## config.mk

```make
export PLATFORM = sky130hd
export DESIGN_NAME = io_display_ctrl
export DESIGN_NICKNAME = d
export VERILOG_FILES = /design/src/rtl/io_pkg.sv /design/src/rtl/io_debounce.sv /design/src/rtl/io_display_ctrl.sv
export SDC_FILE = /design/constraint.sdc
export NUM_CORES = 1
export LEC_CHECK = 0
export BUFFER_PORTS_ARGS = -buffer_cell sky130_fd_sc_hd__buf_2
export CAP_MARGIN = 0
export CORE_UTILIZATION = 50
export CTS_BUF_LIST = sky130_fd_sc_hd__clkbuf_4
export CTS_CLUSTER_SIZE = 40
export DETAILED_ROUTE_END_ITERATION = 8
export PLACE_DENSITY = 0.77
export SLEW_MARGIN = 20
export SYNTH_ARGS = -nofsm -noshare
export SYNTH_HDL_FRONTEND = slang
export SYNTH_SLANG_ARGS = --single-unit
```

## constraint.sdc

```tcl
create_clock -name clk -period 4.72 [get_ports clk]
set_clock_uncertainty 0.05 [all_clocks]
set_input_delay 0.472 -clock clk [delete_from_list [all_inputs] [get_ports clk]]
set_output_delay 0.472 -clock clk [all_outputs]
set_load 0.03 [all_outputs]
```

## src/rtl/io_pkg.sv

```systemverilog
// Shared seven-segment encodings, display modes and sizing helpers for the I/O display block.
package io_pkg;

    typedef enum logic [1:0] {MODE_DASH, MODE_OUT, MODE_IN, MODE_HALT} mode_e;

    // Active-low segments, bit order {g,f,e,d,c,b,a}
    localparam logic [6:0] SEG_BLANK = 7'b1111111;
    localparam logic [6:0] SEG_DASH  = 7'b0111111;
    localparam logic [6:0] SEG_E     = 7'b0000110;
    localparam logic [6:0] SEG_N     = 7'b0101011;
    localparam logic [6:0] SEG_D     = 7'b0100001;
    localparam logic [6:0] SEG_O     = 7'b1000000;
    localparam logic [6:0] SEG_F     = 7'b0001110;
    localparam logic [6:0] SEG_L     = 7'b1000111;

    function automatic logic [6:0] seg_digit(input logic [3:0] d);
        case (d)
            4'h0: return 7'b1000000;
            4'h1: return 7'b1111001;
            4'h2: return 7'b0100100;
            4'h3: return 7'b0110000;
            4'h4: return 7'b0011001;
            4'h5: return 7'b0010010;
            4'h6: return 7'b0000010;
            4'h7: return 7'b1111000;
            4'h8: return 7'b0000000;
            4'h9: return 7'b0010000;
            4'hA: return 7'b0001000;
            4'hB: return 7'b0000011;
            4'hC: return 7'b1000110;
            4'hD: return 7'b0100001;
            4'hE: return 7'b0000110;
            default: return 7'b0001110;
        endcase
    endfunction

    // Decimal digits needed for a w-bit unsigned value: ceil(w * log10(2))
    function automatic int ceil_log10_2(input int w);
        return (w * 30103 + 99999) / 100000;
    endfunction

endpackage

```

## src/rtl/io_debounce.sv

```systemverilog
// Push-button conditioner: 2-flop synchroniser, stability counter, rising-edge pulse.
module io_debounce #(
    parameter int DEBOUNCE_CYC = 16
) (
    input  logic clk,
    input  logic reset,
    input  logic raw,
    output logic pulse
);
    localparam int CW = $clog2(DEBOUNCE_CYC);

    logic          sync1, sync2, level;
    logic [CW-1:0] cnt;

    // The debounced level starts high, so a key held through reset must be
    // released and pressed again before it can produce a pulse.
    always_ff @(posedge clk or negedge reset) begin
        if (!reset) begin
            sync1 <= 1'b1;
            sync2 <= 1'b1;
            level <= 1'b1;
            cnt   <= '0;
            pulse <= 1'b0;
        end else begin
            sync1 <= raw;
            sync2 <= sync1;
            pulse <= 1'b0;
            if (sync2 == level) begin
                cnt <= '0;
            end else if (cnt == CW'(DEBOUNCE_CYC - 1)) begin
                cnt   <= '0;
                level <= sync2;
                pulse <= sync2;
            end else begin
                cnt <= cnt + 1'b1;
            end
        end
    end

endmodule

```

## src/rtl/io_display_ctrl.sv

```systemverilog
// Seven-segment I/O display: sequential double-dabble conversion with signed display,
// leading-zero blanking and overflow, plus debounced switch capture on Enter.
module io_display_ctrl
    import io_pkg::*;
#(
    parameter int NUM_DIGITS   = 8,
    parameter int DATA_W       = 32,
    parameter int SW_W         = 10,
    parameter int DEBOUNCE_CYC = 16
) (
    input  logic                    clk,
    input  logic                    reset,
    input  logic                    in_req,
    input  logic                    out_req,
    input  logic                    halt,
    input  logic                    enter,
    input  logic                    signed_mode,
    input  logic [SW_W-1:0]         sw,
    input  logic [DATA_W-1:0]       output_num,
    output logic [DATA_W-1:0]       input_data,
    output logic                    input_valid,
    output logic                    busy,
    output logic [7*NUM_DIGITS-1:0] hex
);
    localparam int BCD_DIG = ceil_log10_2(DATA_W);
    localparam int BW      = 4 * BCD_DIG;
    localparam int NB      = (BCD_DIG > NUM_DIGITS) ? BCD_DIG : NUM_DIGITS;
    localparam int HD      = (NUM_DIGITS < 3) ? 3 : NUM_DIGITS;
    localparam int CNT_W   = $clog2(DATA_W);

    typedef enum logic [1:0] {S_IDLE, S_LOAD, S_SHIFT, S_FORMAT} state_e;

    state_e              state;
    mode_e               mode, last_mode;
    logic [DATA_W-1:0]   value, last_value, mag;
    logic                last_sgn, neg, enter_pulse, req_diff, conv_mode;
    logic [BW-1:0]       bcd, bcd_adj;
    logic [4*NB-1:0]     bcd_ext;
    logic [CNT_W-1:0]    cnt;
    logic [7*HD-1:0]     fmt_hex, halt_hex;
    int                  msd;
    logic                ovf;

    io_debounce #(.DEBOUNCE_CYC(DEBOUNCE_CYC)) u_enter (
        .clk(clk), .reset(reset), .raw(enter), .pulse(enter_pulse)
    );

    always_ff @(posedge clk or negedge reset) begin
        if (!reset) begin
            input_data  <= '0;
            input_valid <= 1'b0;
        end else begin
            input_valid <= 1'b0;
            if (enter_pulse && in_req && !out_req && !halt) begin
                input_data  <= DATA_W'(sw);
                input_valid <= 1'b1;
            end
        end
    end

    always_comb begin
        mode  = MODE_DASH;
        value = '0;
        if (halt) begin
            mode = MODE_HALT;
        end else if (out_req && !in_req) begin
            mode  = MODE_OUT;
            value = output_num;
        end else if (in_req && !out_req) begin
            mode  = MODE_IN;
            value = DATA_W'(sw);
        end
    end

    assign conv_mode = (mode == MODE_OUT) || (mode == MODE_IN);
    assign req_diff  = (mode != last_mode) || (value != last_value) || (signed_mode != last_sgn);

    always_comb begin
        bcd_adj = bcd;
        for (int i = 0; i < BCD_DIG; i++)
            if (bcd[4*i +: 4] >= 4'd5) bcd_adj[4*i +: 4] = bcd[4*i +: 4] + 4'd3;
    end

    always_comb begin
        bcd_ext = '0;
        bcd_ext[BW-1:0] = bcd;
        msd = 0;
        for (int i = 0; i < NB; i++)
            if (bcd_ext[4*i +: 4] != 4'd0) msd = i;
        ovf = 1'b0;
        for (int i = NUM_DIGITS; i < NB; i++)
            if (bcd_ext[4*i +: 4] != 4'd0) ovf = 1'b1;
        // A negative value needs one free digit left of its magnitude for the sign
        if (neg && msd >= NUM_DIGITS - 1) ovf = 1'b1;
        fmt_hex = {HD{SEG_BLANK}};
        if (ovf) begin
            fmt_hex[20:0] = {SEG_O, SEG_F, SEG_L};
        end else begin
            for (int i = 0; i < NUM_DIGITS; i++) begin
                if (i <= msd)                fmt_hex[7*i +: 7] = seg_digit(bcd_ext[4*i +: 4]);
                else if (neg && i == msd + 1) fmt_hex[7*i +: 7] = SEG_DASH;
            end
        end
        halt_hex = {HD{SEG_BLANK}};
        halt_hex[20:0] = {SEG_E, SEG_N, SEG_D};
    end

    always_ff @(posedge clk or negedge reset) begin
        if (!reset) begin
            state      <= S_IDLE;
            busy       <= 1'b0;
            last_mode  <= MODE_DASH;
            last_value <= '0;
            last_sgn   <= 1'b0;
            neg        <= 1'b0;
            mag        <= '0;
            bcd        <= '0;
            cnt        <= '0;
            hex        <= {NUM_DIGITS{SEG_DASH}};
        end else if (!conv_mode) begin
            // Remembering the non-converting mode forces a fresh conversion on return
            state     <= S_IDLE;
            busy      <= 1'b0;
            last_mode <= mode;
            hex       <= (mode == MODE_HALT) ? halt_hex[7*NUM_DIGITS-1:0] : {NUM_DIGITS{SEG_DASH}};
        end else begin
            case (state)
                S_IDLE: if (req_diff) begin
                    state <= S_LOAD;
                    busy  <= 1'b1;
                end
                S_LOAD: begin
                    last_mode  <= mode;
                    last_value <= value;
                    last_sgn   <= signed_mode;
                    neg        <= signed_mode & value[DATA_W-1];
                    mag        <= (signed_mode && value[DATA_W-1]) ? -value : value;
                    bcd        <= '0;
                    cnt        <= '0;
                    state      <= S_SHIFT;
                end
                S_SHIFT: if (req_diff) begin
                    state <= S_LOAD;
                end else begin
                    bcd <= {bcd_adj[BW-2:0], mag[DATA_W-1]};
                    mag <= mag << 1;
                    cnt <= cnt + 1'b1;
                    if (cnt == CNT_W'(DATA_W - 1)) state <= S_FORMAT;
                end
                default: begin
                    hex   <= fmt_hex[7*NUM_DIGITS-1:0];
                    busy  <= 1'b0;
                    state <= S_IDLE;
                end
            endcase
        end
    end

endmodule

```

After elaboration in Yosys (flattened, before gate mapping):

Memories as Yosys holds them, arrays and structs flattened.
Index checks and enable logic that the tools add are counted.

* equal/unequal tests: 24
* bitwise operators: 2
* add/sub/neg operators: 14
* reduce and logical (&&, ||, !) cells: 40
* muxes and demuxes: 71
* magnitude comparators: 19

Operators with widths (number)
* 32-bit two-way mux: 12
* 56-bit two-way mux: 3
* 4-bit by 32-bit == test with 1-bit output (first input constant): 4
* 4-bit by 32-bit <= comparator with 1-bit output (first input constant): 4
* 7-bit two-way mux: 16
* 40-bit one-hot mux with 2 select lines: 1
* 3-bit by 32-bit == test with 1-bit output (first input constant): 2
* 3-bit by 32-bit <= comparator with 1-bit output (first input constant): 2
* 32-bit one-hot mux with 2 select lines: 1
* 4-bit two-way mux: 11
* 4-bit by 3-bit >= comparator with 1-bit output (second input constant): 10
* 40-bit two-way mux: 1
* 4-bit by 2-bit adder with 4-bit output (second input constant): 9
* 4-bit nonzero test: 9
* 35-bit two-way mux: 1
* 32-bit by 2-bit adder with 32-bit output (second input constant): 1
* 2-bit by 32-bit == test with 1-bit output (first input constant): 1
* 32-bit by 4-bit >= comparator with 1-bit output (second input constant): 1
* 1-bit by 32-bit <= comparator with 1-bit output (first input constant): 1
* 2-bit by 32-bit <= comparator with 1-bit output (first input constant): 1
* 32-bit zero test: 1
* 32-bit != test: 1
* 32-bit negator: 1
* 21-bit two-way mux: 1
* other kinds (33): 75

* output and inout port bits: 90
* memories: 8
* bits in registers: 191
* memory bits (read-only): 896
* input port bits: 49
* word-level logic and storage cells: 195

Memories
* (name not given): words 16, bits a word 7, rd ports 1, clocked after Yosys merged registers in 0, write ports 0, RTL line io_pkg.sv:17 `case (d)`
* (name not given): words 16, bits a word 7, rd ports 1, clocked after Yosys merged registers in 0, write ports 0, RTL line io_pkg.sv:17
* (name not given): words 16, bits a word 7, rd ports 1, clocked after Yosys merged registers in 0, write ports 0, RTL line io_pkg.sv:17
* (name not given): words 16, bits a word 7, rd ports 1, clocked after Yosys merged registers in 0, write ports 0, RTL line io_pkg.sv:17
* (name not given): words 16, bits a word 7, rd ports 1, clocked after Yosys merged registers in 0, write ports 0, RTL line io_pkg.sv:17
* (name not given): words 16, bits a word 7, rd ports 1, clocked after Yosys merged registers in 0, write ports 0, RTL line io_pkg.sv:17
* 2 more memories

Logic depth before layout (Yosys ltp):

* depth in word-level cells: 18
* mapped depth: 15
* gate-level depth less buffers: 12

By module:

From an unflattened synthesis, not the netlist that was laid out.

* cells, all modules: 1387
* area, all modules: 12344.3 µm²

Modules (own cells, without submodules)
* io_display_ctrl: area an instance 12037.8 µm², cells an instance 1367, times used 1, sequential area each 4639.4 µm²
* io_debounce: area an instance 306.5 µm², cells an instance 20, times used 1, sequential area each 203.9 µm²

Worst setup path before layout:

No wires, ideal clock.

* path kind: reg2reg
* from: reg bcd[36]
* to: reg hex[40]
* clock period less this slack: 3.190 ns
* cell stages (with the launch flop): 15
* data arrival time: 3.057 ns
* data required time: 4.587 ns
* library setup time: 0.083 ns
* setup slack: 1.530 ns
* path buffers: 3
* cells stage by stage: dfrtp_1 inv_1 ha_1 nor3b_1 and2_1 clkbuf_1 ha_1 nand2b_1 and3_1 clkbuf_1 nand2_1 or2_2 clkbuf_1 a21o_1 o32a_1

* cells in the longest elaborated chain, start to end: 8
* elaborated cells between the ends (all ways): 11
* those cells by class: order compare (2); mux (7); reduce/logical (2)

RTL lines
* start: declaration: RTL line io_display_ctrl.sv:37 `logic [BW-1:0] bcd, bcd_adj;`
* start signal: assignment: RTL line io_display_ctrl.sv:145 `bcd <= {bcd_adj[BW-2:0], mag[DATA_W-1]};`
* 4-bit nonzero test *: RTL line io_display_ctrl.sv:89, io_display_ctrl.sv:92
* 32-bit two-way mux: RTL line io_display_ctrl.sv:89 `if (bcd_ext[4*i +: 4] != 4'd0) msd = i;`
* 32-bit by 4-bit >= comparator with 1-bit output: RTL line io_display_ctrl.sv:94 `if (neg && msd >= NUM_DIGITS - 1) ovf = 1'b1;`
* 1-bit logical AND: RTL line io_display_ctrl.sv:94
* 1-bit two-way mux: RTL line io_display_ctrl.sv:94
* 35-bit two-way mux *: RTL line io_display_ctrl.sv:96 `if (ovf) begin`
* 56-bit two-way mux *: RTL line io_display_ctrl.sv:127 `case (state)`
* 56-bit two-way mux *: RTL line io_display_ctrl.sv:120 `end else if (!conv_mode) begin`
* end signal: assignment: RTL line io_display_ctrl.sv:119 `hex <= {NUM_DIGITS{SEG_DASH}};`
* end signal: assignment: RTL line io_display_ctrl.sv:125 `hex <= (mode == MODE_HALT) ? halt_hex[7*NUM_DIGITS-1:0] : {NUM_DIGITS{SEG_DASH}};`
* end signal: assignment: RTL line io_display_ctrl.sv:151 `hex <= fmt_hex[7*NUM_DIGITS-1:0];`
* end: declaration: RTL line io_display_ctrl.sv:23 `output logic [7*NUM_DIGITS-1:0] hex`

Every way passes the cells marked *; elsewhere a longest branch is shown, timed or not. The select of a mux whose other input is x is not followed.
A chain may end at the register's enable or synchronous reset.

Worst setup path after layout:

Ends and elaborated chain as after synthesis.

==> run_results.csv <==
group,metric,value,unit
outcome,outcome,"complete, no violations",
timing,worst_slew_pin_slew,897.9,ps
global_route,grt_pass1_wl,53480,um
clock_tree,cts_tree,"done",
run,drv_cap,0,
power,p_per_area,335.2,nW/um2
synthesis,netlist.area_leader.share,0.2689,
finish,num-fill-cells,2248,
floorplanning,initial_utilization,0.5129,
synthesis,synth_mux_area_frac,0.07837,
synthesis,yosysTopAreaCell,"dfrtp_1",
clock_tree,clkTransAtPathRegs,160,ps
clock_tree,cts_buffer_depth,2,
synthesis,syn_inst,1431,
power,p_leak,5.872,nW
floorplanning,ios,139,
timing,finalSetupViolCount,0,
floorplanning,die_width,163.4,um
power,seqPwrFrac,0.451,
worst_setup_path,cpPeakStageDelay,490,ps
power,ir_drop,0.0002228,V
synthesis,syn_area,13030,um2
detailed_routing,num_vias,11018,
detailed_routing,viasPerCell,6.001,
clock_tree,cts-htree-levels,4,
worst_setup_path,path_max_fanout,11,
detailed_routing,drt-total-wl,32310,um
synthesis,synth_cell_type_count,96,
timing,rsz0062_at_grt,"false",
place,hpwlAfterDp,23410,um
finish,mostFrequentLayoutCell,"nand2_1",
timing,drv_slew,0,
worst_setup_path,cpMostUsedCell,"ha_1",
timing,fin_tns_setup,0,ps
finish,fin_nets,1604,
clock_tree,insertion_delay,600,ps
global_route,grt_pass1_vias,10446,
synthesis,yosys-top-cells-area,"dfrtp_1 (27%), dfstp_2 (10%), ha_1 (6.1%), nand2_1 (4.8%), o21ai_0 (3.9%)",
synthesis,synth_edf_count,0,
finish,post-route-util,0.5529,
detailed_routing,firstDrtPassIters,6,
worst_setup_path,crit_path_end_kind,"flip-flop",
floorplanning,core-area,25400,um2
finish,final_cell_mix,"nand2_1 (165), dfrtp_1 (140), buf_2 (115), nor2_1 (110), o21ai_0 (102)",
clock_tree,cts_buffers,17,
global_route,antenna_found_initial,1,
synthesis,synth_fa_ha_area_frac,0.06147,
finish,syn2layout_area_growth,7.789,%
timing,timing.hold.ws,80.24,ps
power,power_frac_clock,0.218,
timing,hold_violations,0,
worst_setup_path,critPathLaunchType,"flip-flop",
power,comb_power_share,0.331,
global_route,gr-total-overflow,0,
worst_setup_path,crit_chain,"inv_1 -> ha_1 -> nor3b_1 -> and2_1 -> ha_1 -> nand2b_1 -> and3_1 -> nand2_1 -> or2_2 -> a21o_1 -> o32a_1",
synthesis,syn_area_per_cell,9.104,um2
floorplanning,die_area,26700,um2
global_route,grt_max_degree,94,
clock_tree,clock_sinks,191,
timing,max_slew_margin,0.4001,
place,routabilityCongestion,0.9264,
synthesis,synthXorXnorAreaFrac,0.03025,
timing,period_minus_slack,3791,ps
worst_setup_path,cp_slowest_cell,"or2_2",
detailed_routing,drtIter0Drc,983,
floorplanning,num_rows,58,
synthesis,yosysSeqAreaShare,0.3718,
synthesis,ys_dominant_reg_cell,"dfrtp_1",
power,fin_total_pwr,0.004706,W
synthesis,synth_warnings,0,
synthesis,ys_ff_latch,191,
worst_setup_path,critPathArrivalTime,4280,ps
power,sw_frac_of_total,0.3869,
power,switching_power,0.001821,W
worst_setup_path,crit_required,5210,ps
floorplanning,die_h,163.4,um
finish,drive_gt1_frac,0.1968,
synthesis,ys_async_sr_fraction,1.000,
synthesis,synth-compound-area-share,0.2137,
timing,post-route-period-util,0.8032,
finish,fin_cells,1836,
power,internal_power,0.002886,W
detailed_routing,detail_route.wl_per_cell,17.60,um
synthesis,synth_simple_gate_area_frac,0.1829,
worst_hold_path,hold_class,"primary input to flip-flop",
timing,fmax,263.8,MHz
detailed_routing,detail-route-antenna-nets,0,
place,placedCellCount,1800,
clock_tree,cts_root_buf,"clkbuf_4",
place,port_buffers,116,
worst_setup_path,worstSetupPathType,"flip-flop to flip-flop",
detailed_routing,drc,0,
synthesis,synth_top_family_by_area,"compound AO/OA/AOI/OAI gates",
global_route,grt_util_all_layers,0.2504,
## area by class of cell
type	count	area, um2	share of cell area
multi-input cells	1089	7477	0.5325
flip-flops and latches	191	4843	0.3449
repair buffers	138	772.0	0.05498
well taps	330	412.9	0.02940
inverters	54	202.7	0.01443
clock inverters	13	186.4	0.01328
clock buffers	19	142.6	0.01016
diodes	2	5.005	0.0003564
## sequential cells by signal, summed over array words and instances, names as in the netlist, 2 cells and up
name	cells
bcd	40
cnt	5
hex	56
input_data	10
last_mode	2
last_value	32
mag	32
state	2
u_enter.cnt	4
## final timing paths
| kind | to | start | cells past startpoint | slack [ps] |
|---|---|---|---|---|
| max in group asynchronous | u_enter.sync1 | reset | 3 | 3140 |
| min in group asynchronous | hex[6] | reset | 2 | 450 |
| worst max register to register | hex[40] | bcd[36] | 11 | 930 |
| worst max-delay path | hex[40] | bcd[36] | 11 | 930 |
| worst min-delay path | input_data[1] | sw[1] | 2 | 80 |
| worst min register to register | u_enter.sync2 | u_enter.sync1 | 0 | 320 |
## Yosys cell counts (31+ instances only)
cell type	count
o211ai_1	33
ha_1	64
xnor2_1	31
dfrtp_1	140
clkbuf_1	74
mux2i_1	39
mux2_2	33
dfstp_2	51
nand2_1	166
inv_1	52
a21oi_1	70
nor2_1	110
o21ai_0	102
## power groups by stage
stage | Clock, W | Combinational [W] | Sequential [W]
after floorplan | 0 | 0.00102 | 0.00222
after global placement | 0 | 0.00150 | 0.00214
after detailed placement | 0 | 0.00154 | 0.00215
after CTS | 0.00105 | 0.00155 | 0.00212
after global routing | 0.00111 | 0.00170 | 0.00216
final | 0.00103 | 0.00156 | 0.00212
## repair_timing
item                                   4_1_cts  5_1_grt
resized for setup                            0        0
endpoints found under the hold margin       43        0
setup buffers                                0        0
hold buffers                                 2        0
## cells by family (layout without fill, tap and decap cells)
group                      count (synthesis)  after routing
AOI/OAI and AO/OA                        398            398
xor gates and xnor gates                  45             45
adders and majority gates                 64             64
buffers and inverters                    172            224
DFF                                      191            191
muxes                                     93             93
other                                      1             24
and+or+nand+nor                          467            467
## stage by stage
stage / worst slack (ps) / instance area [um2]
floorplan: 1530 / 13110
global placement: 1117 / 13690
detailed placement: 989.6 / 13690
CTS: 966.2 / 14040
global route: 674.1 / 14040
finish: 929.0 / 14040
## critical path: cells and delay by family (launching register included)
family	cells	cell delay, ps
adders and majority gates	2	410
DFF	1	420
buffers and inverters	1	120
AOI/OAI and AO/OA	2	610
and+or+nand+nor	6	2140
## layer usage
metal,wire (um),track usage
met1,14920,0.3463
met5,0,0
met3,1879,0.03479
met2,14790,0.4041
met4,722,0.07774
Note: power is estimated with default switching activity, not from simulation.
